<file path="config.mk">
export PLATFORM = sky130hd
export DESIGN_NAME = bip_control_unit_flat
export DESIGN_NICKNAME = d
export VERILOG_FILES = /design/src/rtl/bip_control_unit_if.sv /design/src/rtl/bip_control_unit.sv /design/src/flat_wrapper.sv
export SDC_FILE = /design/constraint.sdc
export NUM_CORES = 1
export LEC_CHECK = 0
export CORE_MARGIN = 3
export CORE_UTILIZATION = 44
export CTS_CLUSTER_SIZE = 12
export DETAILED_ROUTE_END_ITERATION = 6
export GPL_ROUTABILITY_DRIVEN = 0
export PLACE_DENSITY = 0.78
export SLEW_MARGIN = 20
export SYNTH_ARGS = -nofsm -noshare
export SYNTH_HDL_FRONTEND = slang
export SYNTH_SLANG_ARGS = --single-unit
</file>
<file path="constraint.sdc">
create_clock -name clk -period 1.9 [get_ports clk]
set_input_delay 0.38 -clock clk [delete_from_list [all_inputs] [get_ports clk]]
set_output_delay 0.38 -clock clk [all_outputs]
set_load 0.05 [all_outputs]
</file>
<file path="src/rtl/bip_control_unit_if.sv">
// bip_control_unit_if: sequencer-to-memory/datapath bus; BIP_INSTR_COUNTER_EN adds InstrCount.
interface bip_control_unit_if #(
   parameter int AB = 11,
   parameter int DB = 16
);
   logic          Start;
   logic [DB-1:0] Instr;
   logic [AB-1:0] Addr_PM;
   logic [AB-1:0] Addr;
   logic [1:0]    SelA;
   logic          SelB;
   logic          WrAcc;
   logic          Op;
   logic          Clear;
   logic          WrRam;
   logic          RdRam;
   logic          Halted;
`ifdef BIP_INSTR_COUNTER_EN
   logic [31:0]   InstrCount;
   modport master (input Start, Instr, output Addr_PM, Addr, SelA, SelB, WrAcc, Op, Clear, WrRam, RdRam, Halted, InstrCount);
   modport slave (output Start, Instr, input Addr_PM, Addr, SelA, SelB, WrAcc, Op, Clear, WrRam, RdRam, Halted, InstrCount);
`else
   modport master (input Start, Instr, output Addr_PM, Addr, SelA, SelB, WrAcc, Op, Clear, WrRam, RdRam, Halted);
   modport slave (output Start, Instr, input Addr_PM, Addr, SelA, SelB, WrAcc, Op, Clear, WrRam, RdRam, Halted);
`endif
endinterface

</file>
<file path="src/rtl/bip_control_unit.sv">
// bip_control_unit: BIP-I sequencer (fetch/exec/writeback until HLT).
// Optional BIP_INSTR_COUNTER_EN adds a saturating executed-instruction counter.
module bip_control_unit #(
   parameter int AB = 11,
   parameter int DB = 16
) (
   input logic clk,
   input logic Reset,
   bip_control_unit_if.master bus
);
   typedef enum logic [2:0] {IDLE, FETCH, EXEC, WB, HALT} state_t;
   localparam logic [DB-AB-1:0] OP_HLT  = 'd0;
   localparam logic [DB-AB-1:0] OP_STO  = 'd1;
   localparam logic [DB-AB-1:0] OP_LD   = 'd2;
   localparam logic [DB-AB-1:0] OP_LDI  = 'd3;
   localparam logic [DB-AB-1:0] OP_ADD  = 'd4;
   localparam logic [DB-AB-1:0] OP_ADDI = 'd5;
   localparam logic [DB-AB-1:0] OP_SUB  = 'd6;
   localparam logic [DB-AB-1:0] OP_SUBI = 'd7;
   state_t state, state_nx;
   logic [AB-1:0] pc;
   logic [DB-1:0] ir;
   logic [DB-AB-1:0] opc;
   logic exec;
   // EXEC decodes the memory word as it arrives; WB relies on the copy latched into ir
   assign exec = state == EXEC;
   assign opc = exec ? bus.Instr[DB-1:AB] : ir[DB-1:AB];
   assign bus.Addr_PM = pc;
   assign bus.Addr = exec ? bus.Instr[AB-1:0] : ir[AB-1:0];
   always_ff @(posedge clk or posedge Reset) begin
      if (Reset) begin
         state <= IDLE;
         pc <= '0;
         ir <= '0;
      end else begin
         state <= state_nx;
         if (exec) begin
            ir <= bus.Instr;
            if (opc != OP_HLT) pc <= pc + 1'b1;
         end
      end
   end
   always_comb begin
      state_nx = state;
      bus.SelA = 2'd0;
      bus.SelB = 1'b0;
      bus.WrAcc = 1'b0;
      bus.Op = 1'b0;
      bus.Clear = 1'b0;
      bus.WrRam = 1'b0;
      bus.RdRam = 1'b0;
      bus.Halted = 1'b0;
      case (state)
         IDLE: begin
            bus.Clear = 1'b1;
            state_nx = bus.Start ? FETCH : IDLE;
         end
         FETCH: state_nx = EXEC;
         EXEC: begin
            state_nx = FETCH;
            case (opc)
               OP_HLT: state_nx = HALT;
               OP_STO: bus.WrRam = 1'b1;
               OP_LD, OP_ADD, OP_SUB: begin
                  bus.RdRam = 1'b1;
                  state_nx = WB;
               end
               OP_LDI: begin
                  bus.SelA = 2'd1;
                  bus.WrAcc = 1'b1;
               end
               OP_ADDI: begin
                  bus.Op = 1'b1;
                  bus.WrAcc = 1'b1;
               end
               OP_SUBI: bus.WrAcc = 1'b1;
               default: ;
            endcase
         end
         WB: begin
            state_nx = FETCH;
            bus.WrAcc = 1'b1;
            bus.SelA = opc == OP_LD ? 2'd2 : 2'd0;
            bus.SelB = opc != OP_LD;
            bus.Op = opc == OP_ADD;
         end
         HALT: bus.Halted = 1'b1;
         default: state_nx = IDLE;
      endcase
   end
`ifdef BIP_INSTR_COUNTER_EN
   logic [31:0] cnt;
   always_ff @(posedge clk or posedge Reset) begin
      if (Reset) cnt <= '0;
      else if (state == IDLE) cnt <= '0;
      else if (exec && opc != OP_HLT && cnt != '1) cnt <= cnt + 1'b1;
   end
   assign bus.InstrCount = cnt;
`endif
endmodule

</file>
<file path="src/flat_wrapper.sv">
// flat-port wrapper written by rule: the top's interface ports become plain ports
module bip_control_unit_flat 
#(
   parameter int AB = 11,
   parameter int DB = 16
)
  (clk, Reset, bus_Start, bus_Instr, bus_Addr_PM, bus_Addr, bus_SelA, bus_SelB, bus_WrAcc, bus_Op, bus_Clear, bus_WrRam, bus_RdRam, bus_Halted);
  bip_control_unit_if #(.AB(AB), .DB(DB)) bus_i ();
  input logic clk;
  input logic Reset;
  input wire logic [$bits(bus_i.Start)-1:0] bus_Start;
  input wire logic [$bits(bus_i.Instr)-1:0] bus_Instr;
  output wire logic [$bits(bus_i.Addr_PM)-1:0] bus_Addr_PM;
  output wire logic [$bits(bus_i.Addr)-1:0] bus_Addr;
  output wire logic [$bits(bus_i.SelA)-1:0] bus_SelA;
  output wire logic [$bits(bus_i.SelB)-1:0] bus_SelB;
  output wire logic [$bits(bus_i.WrAcc)-1:0] bus_WrAcc;
  output wire logic [$bits(bus_i.Op)-1:0] bus_Op;
  output wire logic [$bits(bus_i.Clear)-1:0] bus_Clear;
  output wire logic [$bits(bus_i.WrRam)-1:0] bus_WrRam;
  output wire logic [$bits(bus_i.RdRam)-1:0] bus_RdRam;
  output wire logic [$bits(bus_i.Halted)-1:0] bus_Halted;
  assign bus_i.Start = bus_Start;
  assign bus_i.Instr = bus_Instr;
  assign bus_Addr_PM = bus_i.Addr_PM;
  assign bus_Addr = bus_i.Addr;
  assign bus_SelA = bus_i.SelA;
  assign bus_SelB = bus_i.SelB;
  assign bus_WrAcc = bus_i.WrAcc;
  assign bus_Op = bus_i.Op;
  assign bus_Clear = bus_i.Clear;
  assign bus_WrRam = bus_i.WrRam;
  assign bus_RdRam = bus_i.RdRam;
  assign bus_Halted = bus_i.Halted;
  bip_control_unit #(.AB(AB), .DB(DB)) u_core (.clk(clk), .Reset(Reset), .bus(bus_i));
endmodule
</file>
==> flow_metrics.env, run 1 <==
export IMPL_worstMarginPinSlew_ns=0.376
export IMPL_slew_headroom_pct=74.9
export IMPL_drtIter0Drc=113
export IMPL_start_util_pct=48.2
export IMPL_fp_coreArea_um2=2880
export IMPL_antennaDiodeCount=0
export IMPL_synth_seq_cells=30
export IMPL_totalPowerFinal_mw=4.97
export IMPL_dp_hpwl_mm=2.90
export IMPL_fp_dieW_um=62.2
export IMPL_finalWorstSetupSlack_ns=-0.389
export IMPL_path_buf_inv=2
export IMPL_ys_warn_count=0
export IMPL_peakVddDrop_mv=1.69
export IMPL_drcViolationCount=0
export IMPL_leakage_nw=1.32
export IMPL_syn_num_nets=165
export IMPL_grt_first_pass_wirelength_mm=7.85
export IMPL_clock_fmax_mhz=437
export IMPL_crit_type="reg2out"
export IMPL_layout_commonest_cell="buf_4"
export IMPL_first_global_vias=1597
export IMPL_p_sw_mw=2.40
export IMPL_fin_setup_tns_ns=-5.77
export IMPL_drv_cap=0
export IMPL_finalSetupViolCount=19
export IMPL_yosys_most_used_dff="dfrtp_1"
export IMPL_final_nets=257
export IMPL_insertion_delay_ns=0.32
export IMPL_firstDrtPassIters=4
export IMPL_mostFrequentLayoutCells="44 x buf_4, 33 x nand2_1, 30 x dfrtp_1, 21 x buf_12, 18 x clkdlybuf4s50_1"
export IMPL_filler_cell_count=73
export IMPL_wire_per_inst_um=21.9
export IMPL_ant_nets=0
export IMPL_skew_ns=0.00721
export IMPL_area_growth_pct=96.1
export IMPL_arrival_ns=1.91
export IMPL_grt_ovfl_total=0
export IMPL_yosysTopAreaCell="dfrtp_1"
export IMPL_clock_path_buffers=2
export IMPL_period_needed_ns=2.29
export IMPL_violations="setup timing"
export IMPL_fin_crit_sh_pct=120
export IMPL_dr_total_vias=1561
export IMPL_critPathMaxFanout=4
export IMPL_power_density_nw_per_um2=1830
export IMPL_viasPerCell=5.58
export IMPL_cts_tree="yes"
export IMPL_slew_viol_final=0
export IMPL_p_int_mw=2.57
export IMPL_power_frac_seq_pct=22.6
export IMPL_yosysSeqAreaShare_pct=54.1
export IMPL_status="finished, violations left"
export IMPL_cpMaxStageDelayCell="or3b_4"
export IMPL_async_flop_share_pct=100
export IMPL_hold_path_class="in2async"
export IMPL_rsz0062_at_grt="true"
export IMPL_io_pins=50
export IMPL_holdWs_ns=0.452
export IMPL_crit_path_max_incr_delay_ns=0.45
export IMPL_grt_start_max_net_pins=31
export IMPL_finalHoldViolCount=0
export IMPL_cts_sinks=30
export IMPL_synthCells=145
export IMPL_numCtsBuffers=5
export IMPL_dieArea_um2=3860
export IMPL_utilization_pct=94.6
export IMPL_critPathRequiredTime_ns=1.52
export IMPL_yosysTopAreaCellShare_pct=54.1
export IMPL_chipHeight_um=62.2
export IMPL_netlist_top_cells_area="dfrtp_1 54%, nand2_1 15%, xor2_1 3.2%"
export IMPL_drive_above_1_share_pct=50.0
export IMPL_htree_levels=2
export IMPL_crit_chain="or3b_4 > nor3_4 > buf_4 > o221a_4 > buf_12"
export IMPL_p_sw_share_pct=48.3
export IMPL_place_inst=256
export IMPL_crit_path_start_kind="flop"
export IMPL_antenna_found_initial=0
export IMPL_grtUsageTotal_pct=25.8
export IMPL_syn_area_um2=1390
export IMPL_cts_root_buf="clkbuf_4"
export IMPL_wl_mm=6.12
export IMPL_synth_cell_types=33
export IMPL_cp_top_family="simple AND/OR/NAND/NOR gates"
export IMPL_comb_power_share_pct=69.3
export IMPL_avgSynthCellArea_um2=9.57
export IMPL_pwr_share_clk_pct=8.1
export IMPL_io_buffers=49
export IMPL_synth_edf_count=0
export IMPL_cp_end_kind="primary output"
export IMPL_cts_clk_slew_worst_paths_ns=0.10
export IMPL_num_rows=19
export IMPL_stdcell_count=280
==> sequential cells by signal, summed over array words and instances, names as in the netlist <==
register,cells
u_core.bus.Addr_PM,11
u_core.state,3
u_core.ir,16
==> power groups by stage <==
stage / Clock (mW) / Combinational, mW / Sequential (mW)
finish: 0.404 / 3.45 / 1.12
global route: 0.434 / 3.57 / 1.14
CTS: 0.405 / 3.16 / 1.07
detailed placement: 0 / 2.84 / 1.08
global placement: 0 / 2.78 / 1.06
floorplan: 0 / 1.33 / 1.26
==> logic make-up (layout without fill, tap and decap cells) <==
group / after synthesis / after routing / synth area share [%]
adders and majority gates: 1 / 1 / 0.902
muxes: 1 / 1 / 0.811
AOI/OAI and AO/OA: 10 / 10 / 6.31
and+or+nand+nor: 87 / 87 / 30.1
buffers and inverters: 7 / 100 / 2.07
DFF: 30 / 30 / 54.1
xor gates and xnor gates: 9 / 9 / 5.68
==> metrics by stage <==
step / setup WS (ns) / instance area, um2
2_1_floorplan: -0.126 / 1470
3_3_place_gp: -0.160 / 2350
3_5_place_dp: -0.225 / 2350
4_1_cts: -0.368 / 2600
5_1_grt: -0.463 / 2720
6_report: -0.389 / 2720
==> synth_stat cells (2+ instances only) <==
cell,n
o21ai_0,2
xnor2_1,4
and3_1,2
nand4_1,3
nor2_1,6
nand2_1,54
buf_2,2
dfrtp_1,30
inv_1,3
clkbuf_1,2
and4_1,4
xor2_1,5
nor3b_1,2
nor3_1,5
nand3_1,3
==> worst min-delay path, cell delays in order <==
cell and delay (ns):
clkdlybuf4s50_1 0.41, inv_1 0.06, buf_4 0.35
==> layer usage <==
metal | vias to the layer above | global-route usage, % | routed length, um
li1 | 670 | - | -
met1 | 761 | 29.3 | 2170
met2 | 97 | 47.3 | 3220
met3 | 33 | 6.13 | 334
met4 | 0 | 8.29 | 389
met5 | - | 0 | 0
==> worst paths after layout <==
path | start | slack, ns | cells after the start | end
min | Reset | 0.45 | 3 | u_core.ir[15]
max in group asynchronous | Reset | 1.17 | 3 | u_core.bus.Addr_PM[3]
min reg2reg | u_core.bus.Addr_PM[7] | 0.53 | 1 | u_core.bus.Addr_PM[7]
max reg2reg | u_core.state[2] | 0.10 | 5 | u_core.bus.Addr_PM[3]
min in group clk | u_core.bus.Addr_PM[7] | 0.53 | 1 | u_core.bus.Addr_PM[7]
max | u_core.state[2] | -0.39 | 5 | bus_Op
==> cell type report <==
cell class	instances	area [um2]	area share [%]
Clock buffer	7	55.1	2.02
Clock inverter	1	5.00	0.184
Inverter	3	11.3	0.414
Multi-Input combinational cell	108	832	30.6
Sequential cell	30	751	27.6
Tap cell	42	52.6	1.93
Timing Repair Buffer	89	1010	37.3
==> what timing repair did <==
item	CTS	global route
buffers inserted	9	10
endpoints found under the hold margin	0	0
pin swaps	12	19
endpoints found under the setup margin	18	20
cloned	1	0
hold buffers	0	0
resized for setup	24	18
Note: power is estimated with default switching activity, not from simulation.
==> run 2: changes to the inputs <==
--- a/config.mk
+++ b/config.mk
@@ -10,8 +10,9 @@
 export CTS_CLUSTER_SIZE = 12
 export DETAILED_ROUTE_END_ITERATION = 6
 export GPL_ROUTABILITY_DRIVEN = 0
-export PLACE_DENSITY = 0.78
+export PLACE_DENSITY = 0.79
 export SLEW_MARGIN = 20
 export SYNTH_ARGS = -nofsm -noshare
 export SYNTH_HDL_FRONTEND = slang
 export SYNTH_SLANG_ARGS = --single-unit
+export TNS_END_PERCENT = 10
==> run 2 against run 1 <==
The flow still finishes with violations (setup timing). Final cell count down 6.8%. Register-to-register slack better by 0.07 ns. Setup slack got worse by 0.00073 ns. Utilization shrank 9.5 points. Flip-flop and latch count stayed put. Global-route usage shrank 3.8 points.
==> flow_metrics.env, run 2 (synthesis results as in run 1) <==
export IMPL_status="finished, violations left"
export IMPL_violations="setup timing"
export IMPL_largest_register="u_core.ir"
export IMPL_critPathRequiredTime_ns=1.52
export IMPL_cts_root_buf="clkbuf_4"
export IMPL_period_needed_ns=2.29
export IMPL_cts_sinks=30
export IMPL_crit_path_max_incr_delay_ns=0.45
export IMPL_htree_levels=2
export IMPL_grt_first_pass_wirelength_mm=6.70
export IMPL_grtUsageTotal_pct=22.0
export IMPL_crit_path_start_kind="flop"
export IMPL_dr_total_vias=1316
export IMPL_skew_ns=0.00798
export IMPL_numCtsBuffers=5
export IMPL_chipHeight_um=62.2
export IMPL_drv_cap=0
export IMPL_drcViolationCount=0
export IMPL_grt_start_max_net_pins=31
export IMPL_layout_commonest_cell="nand2_1"
export IMPL_largest_register_ffs=16
export IMPL_ant_nets=0
export IMPL_fin_crit_sh_pct=120
export IMPL_clock_path_buffers=2
export IMPL_dp_hpwl_mm=3.00
export IMPL_power_density_nw_per_um2=1800
export IMPL_cts_hold_buffers=0
export IMPL_insertion_delay_ns=0.33
export IMPL_finalWorstSetupSlack_ns=-0.389
export IMPL_crit_type="reg2out"
export IMPL_reg2reg_depth=5
export IMPL_fp_dieW_um=62.2
export IMPL_wl_mm=4.13
export IMPL_slew_viol_final=0
export IMPL_first_global_vias=1420
export IMPL_fp_coreArea_um2=2880
export IMPL_final_nets=239
export IMPL_area_growth_pct=76.5
export IMPL_clock_fmax_mhz=437
export IMPL_start_util_pct=48.2
export IMPL_arrival_ns=1.91
export IMPL_pre_cts_ws_ns=-0.148
export IMPL_filler_cell_count=145
export IMPL_drive_above_1_share_pct=42.9
export IMPL_peakVddDrop_mv=1.51
export IMPL_totalPowerFinal_mw=4.41
export IMPL_crit_chain="or3b_4 > nor3_4 > nand2_4 > o21ai_4 > buf_12"
export IMPL_antennaDiodeCount=0
export IMPL_num_rows=19
export IMPL_hold_path_class="in2async"
export IMPL_antenna_found_initial=0
export IMPL_rsz0062_at_grt="true"
export IMPL_critPathMaxFanout=4
export IMPL_grt_ovfl_total=0
export IMPL_cts_clk_slew_worst_paths_ns=0.09
export IMPL_drtIter0Drc=44
export IMPL_viasPerCell=5.04
export IMPL_io_buffers=49
export IMPL_cp_end_kind="primary output"
export IMPL_mostFrequentLayoutCells="34 x nand2_1, 31 x buf_4, 30 x dfrtp_1, 20 x buf_12, 18 x clkdlybuf4s50_1"
export IMPL_cts_tree="yes"
export IMPL_slew_headroom_pct=74.8
export IMPL_io_pins=50
export IMPL_cpMaxStageDelayCell="or3b_4"
export IMPL_leakage_nw=1.15
export IMPL_finalHoldViolCount=0
export IMPL_dieArea_um2=3860
export IMPL_wire_per_inst_um=15.8
export IMPL_holdWs_ns=0.431
export IMPL_finalSetupViolCount=18
export IMPL_firstDrtPassIters=4
export IMPL_worstMarginPinSlew_ns=0.378
[run 2: per-layer routing]
layer	track usage, %	vias to the layer above	wire (um)
met4	8.01	0	97
met2	38.0	38	2180
li1	-	633	-
met3	5.59	12	176
met5	0	-	0
met1	26.3	633	1680
[run 2: final timing paths]
check,from,endpoint,slack [ns]
max reg2reg,u_core.state[0],u_core.bus.Addr_PM[3],0.17
min reg2reg,u_core.bus.Addr_PM[10],u_core.bus.Addr_PM[10],0.49
min,Reset,u_core.ir[11],0.43
min in group clk,u_core.bus.Addr_PM[10],u_core.bus.Addr_PM[10],0.49
max in group asynchronous,Reset,u_core.bus.Addr_PM[1],1.19
max,u_core.state[0],bus_WrAcc,-0.39
[run 2: stage by stage]
stage | util [%] | area (um2) | TNS [ns] | std cells
floorplan | - | 1430 | -1.50 | 145
global placement | 79.6 | 2290 | -0.543 | 253
detailed placement | 79.6 | 2290 | -0.891 | 253
CTS | 82.4 | 2370 | -4.54 | 260
global route | 85.1 | 2450 | -6.59 | 261
finish | 85.1 | 2450 | -5.45 | 261
[run 2: worst max-delay path, delay by kind of cell, from the launching register on]
| kind | cells | cell delay (ns) |
|---|---|---|
| AO/OA/AOI/OAI | 1 | 0.16 |
| flip-flops | 1 | 0.41 |
| AND/OR/NAND/NOR | 3 | 0.85 |
| buffers and inverters | 1 | 0.15 |
[run 2: layout make-up]
type	count	area (um2)	area share, %
inverters	3	11.3	0.460
flip-flops and latches	30	751	30.7
multi-input cells	108	749	30.6
well taps	42	52.6	2.15
clock buffers	7	45.0	1.84
repair buffers	71	840	34.3
[run 2: what timing repair did]
action | CTS | global route
setup buffers | 0 | 1
endpoints found under the setup margin | 18 | 19
resized for setup | 7 | 24
pin swaps | 2 | 13
[run 2: where the power goes]
group          internal, mW  leakage (nW)  switching (mW)
Clock                 0.139        0.0254           0.216
Combinational          1.27         0.755            1.70
Sequential            0.892         0.369           0.194
==> run 3: changes to the inputs <==
--- a/config.mk
+++ b/config.mk
@@ -5,12 +5,13 @@
 export SDC_FILE = /design/constraint.sdc
 export NUM_CORES = 1
 export LEC_CHECK = 0
+export CAP_MARGIN = 25
 export CORE_MARGIN = 3
 export CORE_UTILIZATION = 44
 export CTS_CLUSTER_SIZE = 12
 export DETAILED_ROUTE_END_ITERATION = 6
 export GPL_ROUTABILITY_DRIVEN = 0
-export PLACE_DENSITY = 0.79
+export PLACE_DENSITY = 0.87
 export SLEW_MARGIN = 20
 export SYNTH_ARGS = -nofsm -noshare
 export SYNTH_HDL_FRONTEND = slang
==> run 3 against run 2 <==
The run still ends with setup timing left. Setup slack better by 0.016 ns. Register-to-register slack gained 0.02 ns. Global-route usage is 3.5 points higher. Critical path depth is 3 higher. Sequential power hardly changed. Clock skew grew 0.0015 ns. Sequential share of layout area is 0.40 points lower. Clock power up 13%. Clock-buffer cell count is the same. Final area increased by 1.5%. Final cell count up 3.1%. Critical endpoint is now bus_Addr[10]. Largest cell class unchanged.
==> flow_metrics.env, run 3 (synthesis results as in run 1) <==
export IMPL_place_area_um2=2310
export IMPL_utilization_pct=86.4
export IMPL_dp_hpwl_mm=3.05
export IMPL_dieArea_um2=3860
export IMPL_finalSetupViolCount=18
export IMPL_slew_viol_final=0
export IMPL_wl_mm=4.53
export IMPL_layout_commonest_cell="nand2_1"
export IMPL_cp_top_family="buffers and inverters"
export IMPL_grt_ovfl_total=0
export IMPL_hold_path_class="in2async"
export IMPL_crit_path_max_incr_delay_ns=0.44
export IMPL_clock_fmax_mhz=440
export IMPL_io_pins=50
export IMPL_grtUsageTotal_pct=25.5
export IMPL_finalHoldViolCount=0
export IMPL_largest_register="u_core.ir"
export IMPL_insertion_delay_ns=0.34
export IMPL_critPathMostFrequentCell="buf_4"
export IMPL_grt_first_pass_wirelength_mm=7.67
export IMPL_chipHeight_um=62.2
export IMPL_first_global_vias=1503
export IMPL_finalWorstSetupSlack_ns=-0.374
export IMPL_critPathRequiredTime_ns=1.52
export IMPL_drv_cap=0
export IMPL_status="finished, violations left"
export IMPL_arrival_ns=1.89
export IMPL_io_buffers=49
export IMPL_crit_type="reg2out"
export IMPL_crit_path_start_kind="flop"
export IMPL_drcViolationCount=0
export IMPL_place_inst=254
export IMPL_largest_register_ffs=16
export IMPL_clock_path_buffers=2
export IMPL_power_density_nw_per_um2=1790
export IMPL_cts_tree="yes"
export IMPL_crit_chain="buf_4 > nor3b_4 > buf_4 > buf_4 > buf_4 > nand2_1 > nand2_2 > buf_12"
export IMPL_stdcell_count=269
export IMPL_cts_sinks=30
export IMPL_leakage_nw=1.21
export IMPL_final_nets=246
export IMPL_cts_hold_buffers=0
export IMPL_cts_root_buf="clkbuf_4"
export IMPL_cp_depth=8
export IMPL_cts_clk_slew_worst_paths_ns=0.10
export IMPL_design_area_um2=2480
export IMPL_violations="setup timing"
export IMPL_dr_total_vias=1384
export IMPL_rsz0062_at_grt="true"
export IMPL_fp_coreArea_um2=2880
export IMPL_worstMarginPinSlew_ns=0.582
export IMPL_drtIter0Drc=89
export IMPL_antennaDiodeCount=0
export IMPL_drive_above_1_share_pct=39.6
export IMPL_reg2reg_depth=5
export IMPL_critPathMaxFanout=5
export IMPL_numCtsBuffers=5
export IMPL_holdWs_ns=0.401
export IMPL_viasPerCell=5.14
export IMPL_period_needed_ns=2.27
export IMPL_area_growth_pct=79.1
export IMPL_num_rows=19
export IMPL_mostFrequentLayoutCells="51 x nand2_1, 39 x buf_4, 29 x dfrtp_1, 21 x buf_12, 18 x clkdlybuf4s50_1"
export IMPL_path_buf_inv=5
export IMPL_peakVddDrop_mv=1.47
export IMPL_slew_headroom_pct=61.2
export IMPL_cpMaxStageDelayCell="dfrtp_2"
export IMPL_start_util_pct=48.2
export IMPL_fp_dieW_um=62.2
export IMPL_htree_levels=2
export IMPL_firstDrtPassIters=4
export IMPL_cp_end_kind="primary output"
export IMPL_fin_crit_sh_pct=120
export IMPL_regToRegSetupSlack_ns=0.19
export IMPL_grt_start_max_net_pins=18
export IMPL_wire_per_inst_um=16.8
export IMPL_skew_ns=0.00952
export IMPL_ant_nets=0
export IMPL_antenna_found_initial=0
-- run 3: through the flow --
stage | setup TNS, ns | setup WS, ns | power [mW]
after floorplan | -1.50 | -0.169 | 2.52
after global placement | -0.546 | -0.115 | 3.75
after detailed placement | -1.17 | -0.300 | 3.85
after CTS | -4.66 | -0.361 | 4.36
after global routing | -7.23 | -0.453 | 4.64
final | -5.71 | -0.374 | 4.44
-- run 3: area by class of cell --
| type | count | area [um2] |
|---|---|---|
| Clock inverter | 1 | 5.00 |
| Inverter | 3 | 11.3 |
| Fill cell | 141 | 392 |
| Sequential cell | 30 | 752 |
| Tap cell | 42 | 52.6 |
| Clock buffer | 7 | 55.1 |
| Timing Repair Buffer | 78 | 893 |
| Multi-Input combinational cell | 108 | 716 |
-- run 3: path summary, 6_finish.rpt --
kind                                        start                     end
setup reg to reg                  u_core.state[0]   u_core.bus.Addr_PM[4]
hold / removal                              Reset           u_core.ir[15]
hold reg to reg            u_core.bus.Addr_PM[10]  u_core.bus.Addr_PM[10]
min in group clk           u_core.bus.Addr_PM[10]  u_core.bus.Addr_PM[10]
max in group asynchronous                   Reset         u_core.state[2]
setup / recovery                  u_core.state[2]            bus_Addr[10]
-- run 3: worst reg2reg max path: stages (launching register included) --
cell and delay, ns:
dfrtp_1 0.41, or3b_4 0.45, buf_4 0.18, a21oi_4 0.19
and4_1 0.24, xor2_1 0.16
-- run 3: power breakdown --
| group | internal (mW) | switching, mW | total (mW) |
|---|---|---|---|
| sequential | 0.891 | 0.198 | 1.09 |
| combinational | 1.25 | 1.70 | 2.95 |
| clock | 0.179 | 0.222 | 0.401 |
-- run 3: layer usage --
| layer | up-vias | track usage [%] | part of all wire (%) |
|---|---|---|---|
| met5 | - | 0 | 0 |
| met4 | 0 | 9.67 | 1.9 |
| met3 | 10 | 7.93 | 5.6 |
| met2 | 58 | 46.6 | 54 |
| met1 | 666 | 27.3 | 39 |
| li1 | 650 | - | - |
-- run 3: timing repair --
action	4_1_cts	5_1_grt
setup endpoints to repair	18	19
buffers inserted	5	2
resized for setup	10	4
hold endpoints to repair	0	0
pin swaps	9	3
